`src/rtl/gps_ack_pkg.sv`:
```
// rtl/gps_ack_pkg.sv - shared constants, result record and search state for the GPS acquisition peak search
package gps_ack_pkg;

    localparam int MAG_W      = 12;
    localparam int NUM_CH     = 4;
    localparam int NUM_PHASES = 1024;
    localparam int MAG_BIAS   = 2048;

    typedef struct packed {
        logic [5:0]       sat;
        logic [9:0]       phase;
        logic [MAG_W-1:0] peak;
        logic             acq;
    } peak_res_t;

    typedef enum logic {
        IDLE,
        SEARCH
    } search_state_t;

endpackage

```
`src/rtl/gps_peak_track.sv`:
```
// rtl/gps_peak_track.sv - per-channel magnitude, best-peak tracking and acquisition decision (GPS_ACK_PEAK_SECOND_EN adds second-best)
module gps_peak_track
    import gps_ack_pkg::*;
(
    input  logic             clk,
    input  logic             rst,
    input  logic             clr,
    input  logic             upd,
    input  logic [9:0]       ph,
    input  logic [11:0]      integ,
    input  logic [MAG_W-1:0] thr,
    input  logic [MAG_W-1:0] margin,
    output logic [MAG_W-1:0] best_nx,
    output logic [9:0]       best_ph_nx,
    output logic             acq_nx
);

    logic [12:0]      diff;
    logic [MAG_W-1:0] mag;
    logic             take;
    logic [MAG_W-1:0] best_q, best_d;
    logic [9:0]       best_ph_q, best_ph_d;

    // Magnitude about the bias, then best update; phase 0 restarts the search so ties keep the earliest phase
    always_comb begin
        diff      = {1'b0, integ} - 13'(MAG_BIAS);
        mag       = diff[12] ? MAG_W'(-diff) : MAG_W'(diff);
        take      = upd && ((ph == 10'd0) || (mag > best_q));
        best_d    = take ? mag : best_q;
        best_ph_d = take ? ph : best_ph_q;
    end

    assign best_nx    = best_d;
    assign best_ph_nx = best_ph_d;

    // Best magnitude and its phase
    always_ff @(posedge clk) begin
        if (rst || clr) begin
            best_q    <= '0;
            best_ph_q <= '0;
        end else begin
            best_q    <= best_d;
            best_ph_q <= best_ph_d;
        end
    end

`ifdef GPS_ACK_PEAK_SECOND_EN
    logic [MAG_W-1:0] second_q, second_d;

    // Second-best takes a demoted best or a value that beats second but not best
    always_comb begin
        second_d = second_q;
        if (upd && (ph == 10'd0)) begin
            second_d = '0;
        end else if (take) begin
            second_d = best_q;
        end else if (upd && (mag > second_q)) begin
            second_d = mag;
        end
        acq_nx = (best_d >= thr) && ((best_d - second_d) >= margin);
    end

    // Second-best magnitude
    always_ff @(posedge clk) begin
        if (rst || clr) begin
            second_q <= '0;
        end else begin
            second_q <= second_d;
        end
    end
`else
    logic unused_margin;
    assign unused_margin = ^margin;

    // Threshold-only decision on the post-update best
    always_comb begin
        acq_nx = (best_d >= thr);
    end
`endif

endmodule

```
`src/rtl/gps_ack_peak.sv`:
```
// rtl/gps_ack_peak.sv - GPS acquisition peak search top: edge detect, scan FSM, group buffer and drain; macro GPS_ACK_PEAK_SECOND_EN
module gps_ack_peak
    import gps_ack_pkg::*;
#(
    parameter int MAG_W      = 12,
    parameter int NUM_GROUPS = 8
) (
    input  logic             clk,
    input  logic             rst,
    input  logic             ack_start,
    input  logic             corr_complete,
    input  logic [9:0]       code_phase,
    input  logic [5:0]       sat0,
    input  logic [5:0]       sat1,
    input  logic [5:0]       sat2,
    input  logic [5:0]       sat3,
    input  logic [11:0]      integrator_0,
    input  logic [11:0]      integrator_1,
    input  logic [11:0]      integrator_2,
    input  logic [11:0]      integrator_3,
    input  logic [MAG_W-1:0] thr,
    input  logic [MAG_W-1:0] margin,
    output logic             res_valid,
    input  logic             res_ready,
    output logic [5:0]       res_sat,
    output logic [9:0]       res_phase,
    output logic [MAG_W-1:0] res_peak,
    output logic             res_acq,
    output logic             scan_done,
    output logic             overrun
);

    localparam int GW = $clog2(NUM_GROUPS + 1);

    logic [5:0]       sat_arr   [NUM_CH];
    logic [11:0]      integ_arr [NUM_CH];
    logic [MAG_W-1:0] best_nx   [NUM_CH];
    logic [9:0]       ph_nx     [NUM_CH];
    logic             acq_nx    [NUM_CH];

    search_state_t state_q, state_d;
    logic          cc_q;
    logic [GW-1:0] grp_q, grp_d;
    peak_res_t     rbuf_q [NUM_CH];
    peak_res_t     rbuf_d [NUM_CH];
    logic [1:0]    idx_q, idx_d;
    logic          valid_q, valid_d;
    logic          final_q, final_d;
    logic          done_q, done_d;
    logic          ovr_q, ovr_d;

    logic       strobe, active, grp_end, hs, last_hs;
    logic [9:0] ph;

    assign sat_arr[0]   = sat0;
    assign sat_arr[1]   = sat1;
    assign sat_arr[2]   = sat2;
    assign sat_arr[3]   = sat3;
    assign integ_arr[0] = integrator_0;
    assign integ_arr[1] = integrator_1;
    assign integ_arr[2] = integrator_2;
    assign integ_arr[3] = integrator_3;

    for (genvar ch = 0; ch < NUM_CH; ch++) begin : g_trk
        gps_peak_track u_trk (
            .clk        (clk),
            .rst        (rst),
            .clr        (ack_start),
            .upd        (active),
            .ph         (ph),
            .integ      (integ_arr[ch]),
            .thr        (thr),
            .margin     (margin),
            .best_nx    (best_nx[ch]),
            .best_ph_nx (ph_nx[ch]),
            .acq_nx     (acq_nx[ch])
        );
    end

    // Strobe qualification, group-end snapshot, drain stepping and scan sequencing
    always_comb begin
        strobe  = corr_complete & ~cc_q;
        ph      = code_phase - 10'd1;
        active  = strobe && (state_q == SEARCH) && !ack_start;
        grp_end = active && (ph == 10'(NUM_PHASES - 1));
        hs      = valid_q && res_ready;
        last_hs = hs && (idx_q == 2'd3);

        state_d = state_q;
        grp_d   = grp_q;
        rbuf_d  = rbuf_q;
        idx_d   = idx_q;
        valid_d = valid_q;
        final_d = final_q;
        done_d  = 1'b0;
        ovr_d   = ovr_q;

        if (hs) begin
            if (idx_q == 2'd3) begin
                valid_d = 1'b0;
                idx_d   = 2'd0;
                if (final_q) begin
                    done_d  = 1'b1;
                    final_d = 1'b0;
                end
            end else begin
                idx_d = idx_q + 2'd1;
            end
        end

        if (grp_end) begin
            for (int ch = 0; ch < NUM_CH; ch++) begin
                rbuf_d[ch] = '{sat: sat_arr[ch], phase: ph_nx[ch], peak: best_nx[ch], acq: acq_nx[ch]};
            end
            valid_d = 1'b1;
            idx_d   = 2'd0;
            if (valid_q && !last_hs) begin
                ovr_d = 1'b1;
            end
            grp_d = grp_q + 1'b1;
            if ((grp_q + 1'b1) == GW'(NUM_GROUPS)) begin
                state_d = IDLE;
                final_d = 1'b1;
            end
        end

        if (ack_start) begin
            state_d = SEARCH;
            grp_d   = '0;
            rbuf_d  = '{default: '0};
            idx_d   = 2'd0;
            valid_d = 1'b0;
            final_d = 1'b0;
            done_d  = 1'b0;
            ovr_d   = 1'b0;
        end
    end

    // All top-level state including the search FSM
    always_ff @(posedge clk) begin
        if (rst) begin
            state_q <= IDLE;
            cc_q    <= 1'b0;
            grp_q   <= '0;
            rbuf_q  <= '{default: '0};
            idx_q   <= 2'd0;
            valid_q <= 1'b0;
            final_q <= 1'b0;
            done_q  <= 1'b0;
            ovr_q   <= 1'b0;
        end else begin
            state_q <= state_d;
            cc_q    <= corr_complete;
            grp_q   <= grp_d;
            rbuf_q  <= rbuf_d;
            idx_q   <= idx_d;
            valid_q <= valid_d;
            final_q <= final_d;
            done_q  <= done_d;
            ovr_q   <= ovr_d;
        end
    end

    assign res_valid = valid_q;
    assign res_sat   = rbuf_q[idx_q].sat;
    assign res_phase = rbuf_q[idx_q].phase;
    assign res_peak  = rbuf_q[idx_q].peak;
    assign res_acq   = rbuf_q[idx_q].acq;
    assign scan_done = done_q;
    assign overrun   = ovr_q;

endmodule
```
`config.mk`:
```
export PLATFORM = sky130hd
export DESIGN_NAME = gps_ack_peak
export DESIGN_NICKNAME = d
export VERILOG_FILES = /design/src/rtl/gps_ack_pkg.sv /design/src/rtl/gps_peak_track.sv /design/src/rtl/gps_ack_peak.sv
export SDC_FILE = /design/constraint.sdc
export NUM_CORES = 1
export LEC_CHECK = 0
export CAP_MARGIN = 20
export CORE_AREA = 4 4 160 162
export CTS_BUF_LIST = sky130_fd_sc_hd__clkbuf_16
export CTS_CLUSTER_DIAMETER = 30
export DETAILED_ROUTE_END_ITERATION = 6
export DIE_AREA = 0 0 164 166
export PLACE_DENSITY = 0.72
export SYNTH_ARGS = -nofsm -noshare
export SYNTH_HDL_FRONTEND = slang
export SYNTH_SLANG_ARGS = --single-unit
```
`constraint.sdc`:
```
create_clock -name clk -period 5.82 [get_ports clk]
set_input_delay 1.164 -clock clk [delete_from_list [all_inputs] [get_ports clk]]
set_output_delay 1.164 -clock clk [all_outputs]
set_load 0.005 [all_outputs]
```
# Yosys cells after proc, flatten, opt, wreduce, memory -nomap -nowiden
# Cells that the tools add are included.
[word_totals]
ff_bits = 216
input_bits = 111
output_inout_bits = 32
elab_cells = 115
[classes]
n_addsub = 11
n_lt_le_gt_ge = 9
eq_ne = 3
n_mux = 27
bitwise_logic = 5
n_reduce_logical = 28
[op_table]
columns = ["operator", "count"]
rows = [
  ["2-to-1 mux 12 bit", 8],
  ["binary-select mux 29 bit (select 2 bit)", 1],
  ["2-to-1 mux 29 bit", 2],
  ["subtractor 12 x 12 -> 13 bit, second input constant", 4],
  ["greater-or-equal comparator 12 bit", 4],
  ["greater-than comparator 12 bit", 4],
  ["negator 12 bit", 4],
  ["2-to-1 mux 10 bit", 4],
  ["2-to-1 mux 1 bit", 11],
  ["== test 10 bit, second input constant", 1],
  ["logical AND 1 bit", 10],
  ["zero test 10 bit", 1],
  ["subtractor 10 x 1 -> 10 bit, second input constant", 1],
  ["nonzero test 2 bit", 4],
  ["AND reduction 2 bit", 3],
  ["logical OR 1 bit", 5],
  ["adder 4 x 1 -> 4 bit, second input constant", 1],
  ["== test 4 bit, second input constant", 1],
  ["OR reduction 4 bit", 1],
  ["greater-or-equal comparator 3 bit, second input constant", 1],
  ["inverter 1 bit", 3],
  ["inverter 2 -> 3 bit", 1],
  ["OR reduction 3 bit", 1],
  ["adder 2 x 1 -> 2 bit, second input constant", 1],
  ["other kinds (5)", 6],
]

# Depth between registers and ports, before layout
[depth]
word_depth = 8
ltp_mapped = 22
mapped_depth_nobuf = 21

# By module
# A second synthesis with hierarchy kept.
[hier_totals]
hier_cells = 1645
hier_area_um2 = 13869.6
[modules_own_cells]
columns = ["mod", "n_inst", "cells_each", "area_per_inst_um2", "seq_area_each_um2"]
rows = [
  ["gps_ack_peak", 1, 634, 6147.1, 2562.5],
  ["gps_peak_track at g_trk[1].u_trk ...", 3, 253, 1936.9, 440.4],
  ["gps_peak_track at g_trk[0].u_trk", 1, 252, 1911.8, 440.4],
]

# Worst setup path before layout
# OpenSTA, ideal clock, no wires.
[synth_timing]
path_type = "input port to flip-flop"
from = "input integrator_3[0]"
to = "register rbuf_q[0] (netlist bit)"
setup_ns = 0.122
arrival_ns = 5.159
required_time_ns = 5.698
setup_slack_ns = 0.540
stages = 20
path_buffers = 1
cell_sequence = "inv_1 -> ha_1 -> or3b_2 -> nor4b_1 -> a21oi_1 -> xor2_1 -> ha_1 -> nand4_1 -> a21o_1 -> a311oi_1 -> clkbuf_1 -> o21bai_1 -> a21boi_1 -> ha_1 -> a21o_1 -> a211oi_1 -> or2_2 -> a31oi_1 -> o21ai_0 -> a21oi_1"
[synth_lines]
columns = ["item", "line_no", "source"]
rows = [
  ["start: declaration", "gps_ack_peak.sv:20", "input logic [11:0] integrator_3,"],
  ["end signal: assignment", "gps_ack_peak.sv:155", "rbuf_q <= rbuf_d;"],
  ["end: declaration", "gps_ack_peak.sv:44", "peak_res_t rbuf_q [NUM_CH];"],
]

==> impl_metrics.csv <==
group,metric,value,unit
critical_path,crit_type,"in2reg",
critical_path,start_kind,"input pin",
finish,drive_above_1_share,12.7,%
floorplanning,coreArea,24100,µm²
worst_hold_path,min_to,"scan_done",
route,drtAntennaViolNets,0,
synthesis,synthTopCellsByArea,"dfxtp_1 36%, ha_1 11%, a21oi_1 5.9%",
sta,max_freq,185,MHz
global_route,grt_pass1_wl,54.4,mm
critical_path,crit_family,"compound AO/OA/AOI/OAI gates",
synthesis,async_reset_ff_share,0,%
route,drt-pass1-iter-count,5,
route,drc,0,
run_status,status,"finished clean",
critical_path,reg2reg_depth,15,
critical_path,crit_start,"integrator_1[2]",
power,clkPwrFrac,56.6,%
synthesis,synth_cell_types,54,
critical_path,crit_fanout,8,
floorplanning,fp-row-count,57,
sta,drv_slew,0,
route,routed_wl,34.2,mm
clock_tree,cts.clk_slew.worst_paths,0.05,ns
finish,regArea,4330,µm²
global_route,grt_remaining_overflow,0,
floorplanning,die_area,27200,µm²
sta,period_share,92.8,%
global_route,grt_antenna_before_repair,0,
clock_tree,tritoncts,"built",
synthesis,yosysWarningCount,0,
critical_path,crit_path_max_incr_delay,0.47,ns
critical_path,cp-end-kind,"flip-flop",
floorplanning,die_x,164,µm
critical_path,cp.arrival,5.80,ns
critical_path,worstPathRequired,6.22,ns
synthesis,synth_nets,1610,
critical_path,r2r_slack,2.14,ns
synthesis,synth-seq-cells,216,
route,drtIter0Drc,869,
run,maxCapViolCount,0,
clock_tree,ctsHtreeMaxLevel,2,
synthesis,ys_top_cells_by_count,"216 x dfxtp_1, 147 x nor2_1, 141 x a21oi_1",
sta,finalHoldViolations,0,
finish,area_delta_synth_final,28.1,%
critical_path,path_buf_inv,2,
power,p_sw,1.12,mW
finish,multi_input_area,6970,µm²
power,swShare,25.5,%
route,viasPerCell,5.70,
power,p_comb_share,9.4,%
clock_tree,cts.hold.buffers_added,0,
route,dr_total_vias,10900,
synthesis,synthesis.area,11900,µm²
sta,worst_pin_slew,0.875,ns
floorplanning,ios,143,
sta,min_period,5.40,ns
clock_tree,clock_path_buffers,3,
synthesis,postSynthAreaPerCell,8.57,µm²
critical_path,r2r_end,"rbuf_q[58]",
synthesis,ys.flop_type,"dfxtp_1",
power,leakage,5.97,nW
floorplanning,initial_core_util,49.6,%
clock_tree,cts_sinks,216,
global_route,grt_max_degree,98,
clock_tree,post-cts-setup-buffers,0,
place,port_buffers,130,
route,wire_per_inst,18.0,µm
worst_hold_path,hp-class,"reg2reg",
synthesis,synth_seq_area_share,36.2,%
worst_hold_path,hold_depth,2,
global_route,grt_pass1_vias,10400,
worst_hold_path,hold_path_startpoint,"final_q",
place,gp_congestion,0.861,
clock_tree,cts_made_buffers,44,
finish,n_antenna_cell,0,
clock_tree,clk_latency,0.53,ns
power,vdd_drop_max,0.197,mV
sta,slew_headroom,41.5,%
floorplanning,fp.dieH,166,µm
sta,tns,0,ns
clock_tree,cts_resized,0,
global_route,grt.total_usage,24.7,%
synthesis,syn_inst,1394,
finish,fillers,2062,
place,dpl.hpwl,23.7,mm
critical_path,path_cells,"clkdlybuf4s50_1, or3_1, nor3b_1, a31oi_1, xor2_1, ha_1, and4_1, a221oi_1, a211oi_2, buf_4, o21bai_1, a21boi_1, ha_1, o21ai_0, nor2_1, a21oi_1, a31oi_1, o21ai_0, a21oi_1",
power,seqPwrFrac,33.9,%
clock_tree,root_buffer,"clkbuf_16",
sta,fin_skew,0.00997,ns
sta,holdWs,0.429,ns
synthesis,synth_top_area_cell,"dfxtp_1",
synthesis,yosysMostFrequentCell,"dfxtp_1",
sta,setup_viol,0,
synthesis,netlist.area_leader.share,36.2,%
sta,rsz0062_at_grt,"false",
critical_path,slowest_stage,"clkdlybuf4s50_1",
finish,final_nets,1759,
critical_path,r2r-start,"cc_q",
synthesis,synth_edf_count,0,
power,power_density,288,nW/µm²
power,p_int,3.28,mW
sequential cells by signal (all words and copies together) (netlist names):
register and count:
overrun 1, res_valid 1, g_trk.u_trk.best_ph_q 40, scan_done 1, final_q 1, grp_q 4
state_q 1, rbuf_q 116, idx_q 2, g_trk.u_trk.best_q 48, cc_q 1
worst max path at each step:
stage,endpoint,cells after the start,slack [ns]
final,rbuf_q[58],19,0.42
after global routing,rbuf_q[87],18,0.05
after CTS,rbuf_q[58],19,0.44
after detailed placement,rbuf_q[87],18,-0.02
after global placement,rbuf_q[87],18,0.04
after floorplan,rbuf_q[0],20,0.54
through the flow:
step                power, mW  area [µm²]  cells  util, %  setup WS [ns]
CTS                      4.42       15300   1902     63.4          0.436
global route             4.56       15300   1903     63.5         0.0545
global placement         1.92       13800   1820     57.2         0.0409
finish                   4.40       15300   1903     63.5          0.422
floorplan                1.76       11900   1394        -          0.540
detailed placement       1.93       13800   1820     57.2        -0.0248
worst min-delay path, stage by stage (launching register included):
cell     delay [ns]
dfxtp_1        0.30
nand2_1        0.05
nor2_1         0.03
layout make-up:
cell class | count | share of cell area, %
multi-input combinational | 1009 | 45.5
sequential | 216 | 28.3
timing repair buffer | 189 | 11.8
clock buffer | 44 | 7.19
tap | 324 | 2.65
clock inverter | 38 | 2.60
inverter | 83 | 2.04
power groups by stage:
| stage | Sequential (mW) | Clock (mW) | Combinational [mW] |
|---|---|---|---|
| detailed placement | 1.52 | 0 | 0.404 |
| floorplan | 1.52 | 0 | 0.234 |
| finish | 1.49 | 2.49 | 0.415 |
| global route | 1.49 | 2.60 | 0.462 |
| global placement | 1.52 | 0 | 0.393 |
| CTS | 1.49 | 2.52 | 0.409 |
cell usage in the layout, fill, tap and decap left out, types with 43 or more instances in the layout:
master,count
clkdlybuf4s50_1,130
ha_1,105
a211oi_1,43
o21ai_0,82
clkbuf_16,44
a21oi_1,141
nand2_1,111
nor2_1,146
inv_1,85
dfxtp_1,215
buf_4,55
kinds of logic after synthesis:
logic type      count (synthesis)  share of synthesized area, %
compound gates                410                          21.1
simple gates                  408                          16.1
buf+inv                       169                          5.79
mux                            38                          6.26
xor+xnor                       48                          3.52
fa+ha+maj                     105                          11.0
flops                         216                          36.2
routing by layer:
metal | vias to the layer above | GRT usage (%) | part of all wire (%)
met5 | - | 0 | 0
met4 | 0 | 7.99 | 2.7
met3 | 57 | 4.74 | 7.5
met2 | 405 | 38.3 | 45
met1 | 5117 | 34.7 | 45
li1 | 5272 | - | -
No activity file was read; power rests on OpenSTA's default activity.
